`src/rtl/if_stage_pipe.sv`:
```
`default_nettype none
// ============================================================================
// Module   : if_stage_pipe
// Purpose  : Instruction-fetch stage and IF/ID pipeline register. Owns the
//            PC, drives the combinational instruction memory address, and
//            handles stalls, redirects with squash, a misaligned-target
//            halt, and fetch/bubble performance counters.
// Revision : 1.0 - initial release
// ============================================================================
module if_stage_pipe #(
    parameter int               WIDTH    = 32,
    parameter logic [WIDTH-1:0] RESET_PC = 32'h00000000,
    parameter int               BUB_W    = 16
) (
    input  logic             clk,
    input  logic             reset,
    output logic [WIDTH-1:0] imem_addr,
    input  logic [WIDTH-1:0] imem_data,
    input  logic             stall,
    input  logic             redirect,
    input  logic [WIDTH-1:0] redirect_pc,
    output logic [WIDTH-1:0] if_id_instr,
    output logic [WIDTH-1:0] if_id_pc4,
    output logic             if_id_valid,
    output logic             fetch_err,
    output logic [31:0]      fetch_count,
    output logic [BUB_W-1:0] bubble_count
);

    typedef enum logic [0:0] {
        RUN  = 1'b0,
        HALT = 1'b1
    } state_t;

    localparam logic [WIDTH-1:0] c_PC_STEP = WIDTH'(4);
    localparam logic [BUB_W-1:0] c_BUB_MAX = {BUB_W{1'b1}};

    state_t           r_state_q,  w_state_d;
    logic [WIDTH-1:0] r_pc_q,     w_pc_d;
    logic [WIDTH-1:0] r_instr_q,  w_instr_d;
    logic [WIDTH-1:0] r_pc4_q,    w_pc4_d;
    logic             r_valid_q,  w_valid_d;
    logic [31:0]      r_fetch_q,  w_fetch_d;
    logic [BUB_W-1:0] r_bub_q,    w_bub_d;

    logic [WIDTH-1:0] w_pc_plus4;
    logic [BUB_W-1:0] w_bub_inc;

    // Sequential PC increment wraps naturally modulo 2^WIDTH.
    assign w_pc_plus4 = r_pc_q + c_PC_STEP;
    // Bubble counter sticks at all-ones instead of wrapping.
    assign w_bub_inc  = (r_bub_q == c_BUB_MAX) ? r_bub_q : r_bub_q + 1'b1;

    // Next-state logic: redirect beats stall beats advance; HALT freezes all.
    always_comb begin
        w_state_d = r_state_q;
        w_pc_d    = r_pc_q;
        w_instr_d = r_instr_q;
        w_pc4_d   = r_pc4_q;
        w_valid_d = r_valid_q;
        w_fetch_d = r_fetch_q;
        w_bub_d   = r_bub_q;
        if (r_state_q == RUN) begin
            if (redirect) begin
                // Wrong-path instruction in IF/ID is squashed either way.
                w_instr_d = '0;
                w_pc4_d   = '0;
                w_valid_d = 1'b0;
                w_bub_d   = w_bub_inc;
                if (redirect_pc[1:0] == 2'b00) begin
                    w_pc_d = redirect_pc;
                end else begin
                    w_state_d = HALT;
                end
            end else if (stall) begin
                w_bub_d = w_bub_inc;
            end else begin
                w_pc_d    = w_pc_plus4;
                w_instr_d = imem_data;
                w_pc4_d   = w_pc_plus4;
                w_valid_d = 1'b1;
                w_fetch_d = r_fetch_q + 32'd1;
            end
        end
    end

    // State register with synchronous active-high reset.
    always_ff @(posedge clk) begin
        if (reset) begin
            r_state_q <= RUN;
            r_pc_q    <= RESET_PC;
            r_instr_q <= '0;
            r_pc4_q   <= '0;
            r_valid_q <= 1'b0;
            r_fetch_q <= '0;
            r_bub_q   <= '0;
        end else begin
            r_state_q <= w_state_d;
            r_pc_q    <= w_pc_d;
            r_instr_q <= w_instr_d;
            r_pc4_q   <= w_pc4_d;
            r_valid_q <= w_valid_d;
            r_fetch_q <= w_fetch_d;
            r_bub_q   <= w_bub_d;
        end
    end

    assign imem_addr    = r_pc_q;
    assign if_id_instr  = r_instr_q;
    assign if_id_pc4    = r_pc4_q;
    assign if_id_valid  = r_valid_q;
    assign fetch_err    = (r_state_q == HALT);
    assign fetch_count  = r_fetch_q;
    assign bubble_count = r_bub_q;

endmodule
`default_nettype wire

```
`config.mk`:
```
export PLATFORM = sky130hd
export DESIGN_NAME = if_stage_pipe
export DESIGN_NICKNAME = d
export VERILOG_FILES = /design/src/rtl/if_stage_pipe.sv
export SDC_FILE = /design/constraint.sdc
export NUM_CORES = 1
export LEC_CHECK = 0
export CAP_MARGIN = 0
export CORE_MARGIN = 2
export CORE_UTILIZATION = 48
export CTS_BUF_LIST = sky130_fd_sc_hd__clkbuf_2
export DETAILED_ROUTE_END_ITERATION = 16
export PLACE_DENSITY = 0.8
export SETUP_SLACK_MARGIN = 0.05
export SLEW_MARGIN = 10
export SYNTH_ARGS = -nofsm -noshare
export SYNTH_HDL_FRONTEND = slang
export SYNTH_SLANG_ARGS = --single-unit
```
`constraint.sdc`:
```
create_clock -name clk -period 2.67 [get_ports clk]
set_input_delay 0.4005 -clock clk [delete_from_list [all_inputs] [get_ports clk]]
set_output_delay 0.4005 -clock clk [all_outputs]
set_load 0.005 [all_outputs]
```
==> results of run 1 <==
-- sequential cells by signal, indices dropped and copies added, names as in the netlist --
register      flops
fetch_err         1
if_id_pc4        32
imem_addr        32
bubble_count     16
if_id_instr      32
if_id_valid       1
fetch_count      32
-- cell families after synthesis --
logic type                 after synthesis  synth area share
xor gates and xnor gates                68            0.0887
muxes                                   11            0.0168
DFF                                    146             0.435
and+or+nand+nor                        333             0.259
buffers and inverters                   62            0.0389
AOI/OAI and AO/OA                      162             0.156
adders and majority gates                3           0.00559
-- placed cells by master, fill, tap and decap left out, types with 7 or more instances in the layout --
| cell | count |
|---|---|
| mux2i_1 | 9 |
| dfxtp_1 | 146 |
| and4_1 | 16 |
| a31oi_1 | 9 |
| o21ai_1 | 7 |
| inv_1 | 7 |
| a22oi_1 | 41 |
| clkbuf_2 | 19 |
| buf_4 | 17 |
| o21ai_0 | 28 |
| clkdlybuf4s50_1 | 211 |
| xor2_1 | 30 |
| and3_1 | 20 |
| xnor2_1 | 38 |
| nor2_1 | 111 |
| nor3_1 | 16 |
| a21oi_1 | 38 |
| nand4_1 | 25 |
| nand3_1 | 32 |
| o22ai_1 | 7 |
| nand2_1 | 71 |
-- per-layer routing --
| metal | share of wire | vias up | wire length (um) |
|---|---|---|---|
| met1 | 0.44 | 3033 | 8200 |
| met2 | 0.47 | 262 | 8880 |
| met4 | 0.011 | 0 | 204 |
| met3 | 0.080 | 20 | 1500 |
| met5 | 0 | - | 0 |
| li1 | - | 3188 | - |
-- power groups by stage --
stage / logic (mW) / registers, mW / clock network, mW
finish: 0.504 / 2.29 / 1.38
global route: 0.546 / 2.30 / 1.50
floorplan: 0.224 / 2.33 / 0
global placement: 0.494 / 2.33 / 0
detailed placement: 0.500 / 2.33 / 0
CTS: 0.502 / 2.29 / 1.42
-- layout make-up --
| class | instances | area, um2 | area share |
|---|---|---|---|
| inverter | 7 | 26.3 | 0.00284 |
| multi-input combinational | 577 | 3530 | 0.382 |
| clock buffer | 19 | 95.1 | 0.0103 |
| sequential | 146 | 2920 | 0.316 |
| timing repair buffer | 231 | 2280 | 0.247 |
| clock inverter | 11 | 164 | 0.0177 |
| tap | 180 | 225 | 0.0243 |
-- final timing paths --
path	from	end	slack [ns]	cells after the start
max	imem_addr[4]$_SDFFE_PP0P_	imem_addr[4]	0.38	1
min	redirect	fetch_err$_SDFF_PP0_	0.1	3
max reg2reg	imem_addr[4]$_SDFFE_PP0P_	imem_addr[29]$_SDFFE_PP0P_	0.62	5
min reg2reg	if_id_pc4[25]$_SDFFE_PP0P_	if_id_pc4[25]$_SDFFE_PP0P_	0.46	2
-- Yosys cell counts (2+ instances only) --
| cell | count | area, um2 |
|---|---|---|
| nor3_1 | 16 | 80.1 |
| xnor2_1 | 38 | 333 |
| a22o_1 | 4 | 35.0 |
| nand2_1 | 71 | 267 |
| or3_1 | 6 | 37.5 |
| clkbuf_1 | 33 | 124 |
| o21ai_1 | 7 | 35.0 |
| a31o_2 | 3 | 26.3 |
| a22oi_1 | 41 | 308 |
| o22ai_1 | 7 | 43.8 |
| a211oi_1 | 4 | 30.0 |
| nand4_1 | 25 | 156 |
| o41ai_1 | 2 | 17.5 |
| ha_1 | 3 | 37.5 |
| nand4_2 | 3 | 37.5 |
| a32o_1 | 6 | 60.1 |
| and4_1 | 16 | 140 |
| mux2_1 | 2 | 22.5 |
| a31oi_1 | 9 | 56.3 |
| nand3_1 | 32 | 160 |
| xor2_1 | 30 | 263 |
| nor3_2 | 2 | 20.0 |
| nor2b_1 | 3 | 18.8 |
| buf_4 | 2 | 15.0 |
| and3_1 | 20 | 125 |
| o31ai_1 | 6 | 45.0 |
| or2_2 | 2 | 12.5 |
| nor3_4 | 2 | 32.5 |
| nand4_4 | 2 | 42.5 |
| nor4_1 | 5 | 31.3 |
| dfxtp_1 | 146 | 2920 |
| mux2i_1 | 9 | 90.1 |
| o21ai_0 | 28 | 140 |
| inv_1 | 7 | 26.3 |
| buf_2 | 17 | 85.1 |
| and2_1 | 6 | 37.5 |
| a21oi_1 | 38 | 190 |
| a21o_1 | 2 | 15.0 |
| buf_1 | 3 | 11.3 |
| nor2_1 | 112 | 420 |
-- through the flow --
step | util | setup WS [ns]
after global placement | 0.653 | 0.338
final | 0.672 | 0.381
after global routing | 0.672 | 0.260
after detailed placement | 0.653 | 0.283
after CTS | 0.672 | 0.328
after floorplan | - | 0.763
==> summary.txt, run 1 <==
CTS
  – Sink Count: 146
  – CTS tree: done
  – CTS Root Cell: clkbuf_2
  – H-tree depth: 4
  – CTS resizes: 0
  – Clk_lat worst skew: 0.67 ns
  – CTS Buf Count: 17
  – Clk slew on worst S/H paths: 0.20 ns
  – CTS max path bufs: 2
  – Post-CTS Setup Bufs: 0
  – Hold-fix buffers, CTS: 0

STA
  – Setup TNS: 0 ns
  – Final Hold Viols: 0
  – Skew final: 0.0279 ns
  – Fmax: 437 MHz
  – Max transition margin: 0.508
  – Setup violators final: 0
  – Final worst-path cycle share: 0.857
  – Worst-margin pin slew: 0.738 ns
  – Hold WS: 0.0979 ns
  – Max Slew Vio Count: 0
  – RSZ-0062 raised after global routing: no
  – Min cycle time layout: 2.29 ns

Drt
  – DRT Pass-1 Iters: 5
  – Iter 0 DRT Violations: 618
  – DRT antenna net count: 0
  – Routed len/inst: 16.0 um
  – Via/cell ratio: 5.55
  – # DRC: 0
  – Final WL: 18.8 mm
  – DR vias: 6,503

Power
  – Part of the power in registers: 0.549
  – Leak Pwr: 3.30 nW
  – Psw: 1.07 mW
  – Power, Total: 4.17 mW
  – Sw frac: 0.256
  – Comb pwr share: 0.121
  – Worst VDD drop: 347 uV
  – Clock Power Share: 0.330
  – Internal: 3.10 mW
  – Power per cell area: 450 mW/mm2

Global routing
  – GRT Residual Overflow: 0
  – Antenna violations before repair: 0
  – Vias in the first global route: 5,896
  – Largest net degree at the start of global routing: 122
  – Global Route met3 Usage: 0.0757
  – Total GRT Usage: 0.248
  – M2 GR Usage: 0.389
  – GR peak layer: met2
  – First-pass GRT wire length: 29.9 mm
  – GR Util met1: 0.333

Placed design
  – Buffers on Ports: 213
  – Placed Instances: 1,141
  – DP HPWL: 13.2 mm
  – Placer congestion estimate: 0.891
  – Placed instance area: 0.00899 mm2

Worst setup path
  – Worst Setup End Kind: output pin
  – Critical path arrival: 1.89 ns
  – CP bufs+invs: 1
  – Crit path max-delay family: flip-flops
  – Slowest stage delay, CP: 0.63 ns
  – CP Data Required Time: 2.27 ns
  – Critical path startpoint category: register
  – Max FO, Critical Path: 10
  – CP Class: register to output pin
  – Crit-path slowest cell: dfxtp_1
  – Crit-path cells: clkdlybuf4s50_1

Layout
  – P&R area growth vs syn: 37.8%
  – ANT cells: 0
  – Design Area, Final: 0.00925 mm2
  – Final Non-Filler Cells: 1,171
  – Share of cells above drive strength 1: 0.0727
  – # fillers: 1,170
  – Nets: 1,051

Die
  – Die footprint: 0.0150 mm2
  – Core area: 0.0138 mm2
  – Die Ht: 122 um
  – Initial Util: 0.488
  – Die Width: 122 um
  – Rows: 43
  – Num ports: 214

Synth
  – Synth Net Count: 856
  – Warnings from Yosys: 0
  – Library cells used by synthesis: 55
  – Main flop type after synthesis: dfxtp_1
  – Avg Cell Area, Syn: 8.56 um2
  – Post-synth EDFFs: 0
  – Cells after Synth: 785
  – Synthesized flop and latch total: 146
  – Sequential area share after synthesis: 0.435
  – FFs w/ async S/R, synth: 0
  – Synthesized cell area: 0.00672 mm2

Worst hold path
  – Worst hold path class: primary input to register

Status
  – Outcome: finished, final reports clean

Run
  – Max Cap Viol: 0
Power figures use the tool's default switching activity.
==> run 2, diff against run 1 <==
--- a/config.mk
+++ b/config.mk
@@ -7,3 +7,3 @@
 export LEC_CHECK = 0
-export CAP_MARGIN = 0
+export CAP_MARGIN = 40
 export CORE_MARGIN = 2
@@ -14,3 +14,3 @@
 export SETUP_SLACK_MARGIN = 0.05
-export SLEW_MARGIN = 10
+export SLEW_MARGIN = 25
 export SYNTH_ARGS = -nofsm -noshare
==> constraint.sdc (replaced) <==
create_clock -name clk -period 2.67 [get_ports clk]
set_input_delay 0.267 -clock clk [delete_from_list [all_inputs] [get_ports clk]]
set_output_delay 0.267 -clock clk [all_outputs]
set_load 0.005 [all_outputs]
==> summary.txt, run 2 (synthesized netlist as in run 1, its figures left out) <==
Status
  – Outcome: finished, final reports clean (unchanged)

Layout
  – P&R area growth vs syn: 36.7% (was 37.8%)
  – Design Area, Final: 0.00918 mm2 (was 0.00925 mm2)
  – Final Util: 0.667 (was 0.672)
  – Nets: 1,052 (was 1,051)
  – ANT cells: 0 (unchanged)
  – Register area: 0.00292 mm2 (unchanged)
  – Multi-input gate area: 0.00353 mm2 (unchanged)
  – Commonest non-fill, non-tap cells in the layout: clkdlybuf4s50_1, dfxtp_1, nor2_1 (unchanged)
  – Share of cells above drive strength 1: 0.0726 (was 0.0727)
  – # fillers: 1,202 (was 1,170)
  – Commonest non-fill, non-tap cell in the layout: clkdlybuf4s50_1 (unchanged)

STA
  – Max transition margin: 0.504 (was 0.508)
  – Hold WS: 0.166 ns (was 0.0979 ns)
  – Fmax: 454 MHz (was 437 MHz)
  – Max Slew Vio Count: 0 (unchanged)
  – Min cycle time layout: 2.20 ns (was 2.29 ns)
  – Setup violators final: 0 (unchanged)
  – Worst-margin pin slew: 0.744 ns (was 0.738 ns)
  – Final Hold Viols: 0 (unchanged)
  – RSZ-0062 raised after global routing: no (unchanged)
  – Setup TNS: 0 ns (unchanged)
  – Skew final: 0.0257 ns (was 0.0279 ns)
  – Final worst-path cycle share: 0.825 (was 0.857)

Worst setup path
  – Crit-path cells: clkdlybuf4s50_1 (unchanged)
  – Slowest stage delay, CP: 0.66 ns (was 0.63 ns)
  – CP Data Required Time: 2.40 ns (was 2.27 ns)
  – Worst Reg2Reg Path Length in Cells: 6 (was 5)
  – R2R Path End: imem_addr[20]$_SDFFE_PP0P_ (was imem_addr[29]$_SDFFE_PP0P_)
  – Crit path max-delay family: flip-flops (unchanged)
  – WP depth: 1 (unchanged)
  – Critical path arrival: 1.94 ns (was 1.89 ns)
  – Crit-path slowest cell: dfxtp_1 (unchanged)
  – Max FO, Critical Path: 10 (unchanged)
  – RR Startpoint: imem_addr[2]$_SDFFE_PP0P_ (was imem_addr[4]$_SDFFE_PP0P_)
  – CP bufs+invs: 1 (unchanged)
  – Worst Setup End Kind: output pin (unchanged)
  – Critical path startpoint category: register (unchanged)
  – CP Class: register to output pin (unchanged)
  – Flop2flop setup slack: 0.51 ns (was 0.62 ns)

Drt
  – # DRC: 0 (unchanged)
  – M1 WL: 8.06 mm (was 8.20 mm)
  – Met2 WL: 8.86 mm (was 8.88 mm)
  – Final WL: 18.7 mm (was 18.8 mm)
  – DRT antenna net count: 0 (unchanged)
  – DRT Pass-1 Iters: 5 (unchanged)
  – Highest Signal Layer: met4 (unchanged)
  – WL met3: 1.47 mm (was 1.50 mm)
  – Routed len/inst: 16.0 um (about the same)
  – DR vias: 6,559 (was 6,503)
  – Iter 0 DRT Violations: 633 (was 618)
  – Via/cell ratio: 5.60 (was 5.55)

Global routing
  – Vias in the first global route: 5,938 (was 5,896)
  – First-pass GRT wire length: 29.7 mm (was 29.9 mm)
  – Total GRT Usage: 0.250 (was 0.248)
  – GRT Residual Overflow: 0 (unchanged)
  – Antenna violations before repair: 0 (unchanged)
  – Largest net degree at the start of global routing: 75 (was 122)

Placed design
  – Placed instance area: 0.00897 mm2 (was 0.00899 mm2)
  – Placer congestion estimate: 0.888 (was 0.891)
  – Buffers on Ports: 213 (unchanged)
  – DP HPWL: 13.4 mm (was 13.2 mm)

Die
  – Die Ht: 122 um (unchanged)
  – Core area: 0.0138 mm2 (unchanged)
  – Die Width: 122 um (unchanged)
  – Num ports: 214 (unchanged)
  – Initial Util: 0.488 (unchanged)
  – Rows: 43 (unchanged)
  – Die footprint: 0.0150 mm2 (unchanged)

Power
  – Power, Total: 3.88 mW (was 4.17 mW)
  – Worst VDD drop: 287 uV (was 347 uV)
  – Leak Pwr: 3.27 nW (was 3.30 nW)
  – Power per cell area: 423 mW/mm2 (was 450 mW/mm2)

CTS
  – CTS Root Cell: clkbuf_2 (unchanged)
  – H-tree depth: 4 (unchanged)
  – Clk slew on worst S/H paths: 0.20 ns (about the same)
  – Sink Count: 146 (unchanged)
  – CTS resizes: 0 (unchanged)
  – CTS tree: done (unchanged)
  – CTS max path bufs: 2 (unchanged)
  – Clk_lat worst skew: 0.70 ns (was 0.67 ns)
  – Post-CTS Setup Bufs: 0 (unchanged)
  – Hold-fix buffers, CTS: 2 (was 0)
  – CTS Buf Count: 17 (unchanged)

Worst hold path
  – Hold Path Cell Cnt: 3 (unchanged)
  – Worst hold start: imem_data[28] (was redirect)
  – Worst Hold Path EP: if_id_instr[28]$_SDFFE_PP0P_ (was fetch_err$_SDFF_PP0_)
  – Worst hold path class: primary input to register (unchanged)

Run
  – Max Cap Viol: 0 (unchanged)
==> run 2: cell types whose count changed in the layout (fill, tap and decap cells not counted), sizes merged <==
cell | before | now
bufinv | 4 | 1
clkinv | 6 | 8
dlygate4sd3 | 0 | 2
buf | 20 | 19
clkinvlp | 1 | 2
==> run 2: metal layers <==
metal	global-route usage	up-vias
li1	-	3188
met1	0.320	3099
met2	0.400	243
met5	0	-
met3	0.0776	29
met4	0.0855	0
==> run 2: worst max path at each step <==
stage,from,end,slack [ns]
5_1_grt,imem_addr[4]$_SDFFE_PP0P_,imem_addr[4],0.34
2_1_floorplan,imem_addr[2]$_SDFFE_PP0P_,imem_addr[20]$_SDFFE_PP0P_,0.76
3_3_place_gp,stall,imem_addr[14]$_SDFFE_PP0P_,0.46
6_report,imem_addr[4]$_SDFFE_PP0P_,imem_addr[4],0.47
4_1_cts,imem_addr[4]$_SDFFE_PP0P_,imem_addr[4],0.40
3_5_place_dp,stall,imem_addr[11]$_SDFFE_PP0P_,0.41
==> run 2: cell type report <==
cell class / instances / share of cell area
timing repair buffer: 232 / 0.249
multi-input combinational: 577 / 0.385
tap: 180 / 0.0245
inverter: 7 / 0.00286
sequential: 146 / 0.318
clock inverter: 11 / 0.0101
clock buffer: 19 / 0.0104
==> run 2: worst min-delay path: stages <==
cell             delay, ns
clkdlybuf4s50_1       0.45
a22oi_1               0.06
nor2_1                0.07
==> run 2: report_power, final <==
part,internal (mW),total (mW),switching [mW]
clock,0.324,1.10,0.772
combinational,0.259,0.492,0.233
sequential,2.23,2.29,0.0626
==> run 2: stage by stage <==
stage          cells  setup WS [ns]
2_1_floorplan    785          0.763
5_1_grt         1172          0.336
3_3_place_gp    1140          0.459
3_5_place_dp    1140          0.413
4_1_cts         1172          0.398
6_report        1172          0.468
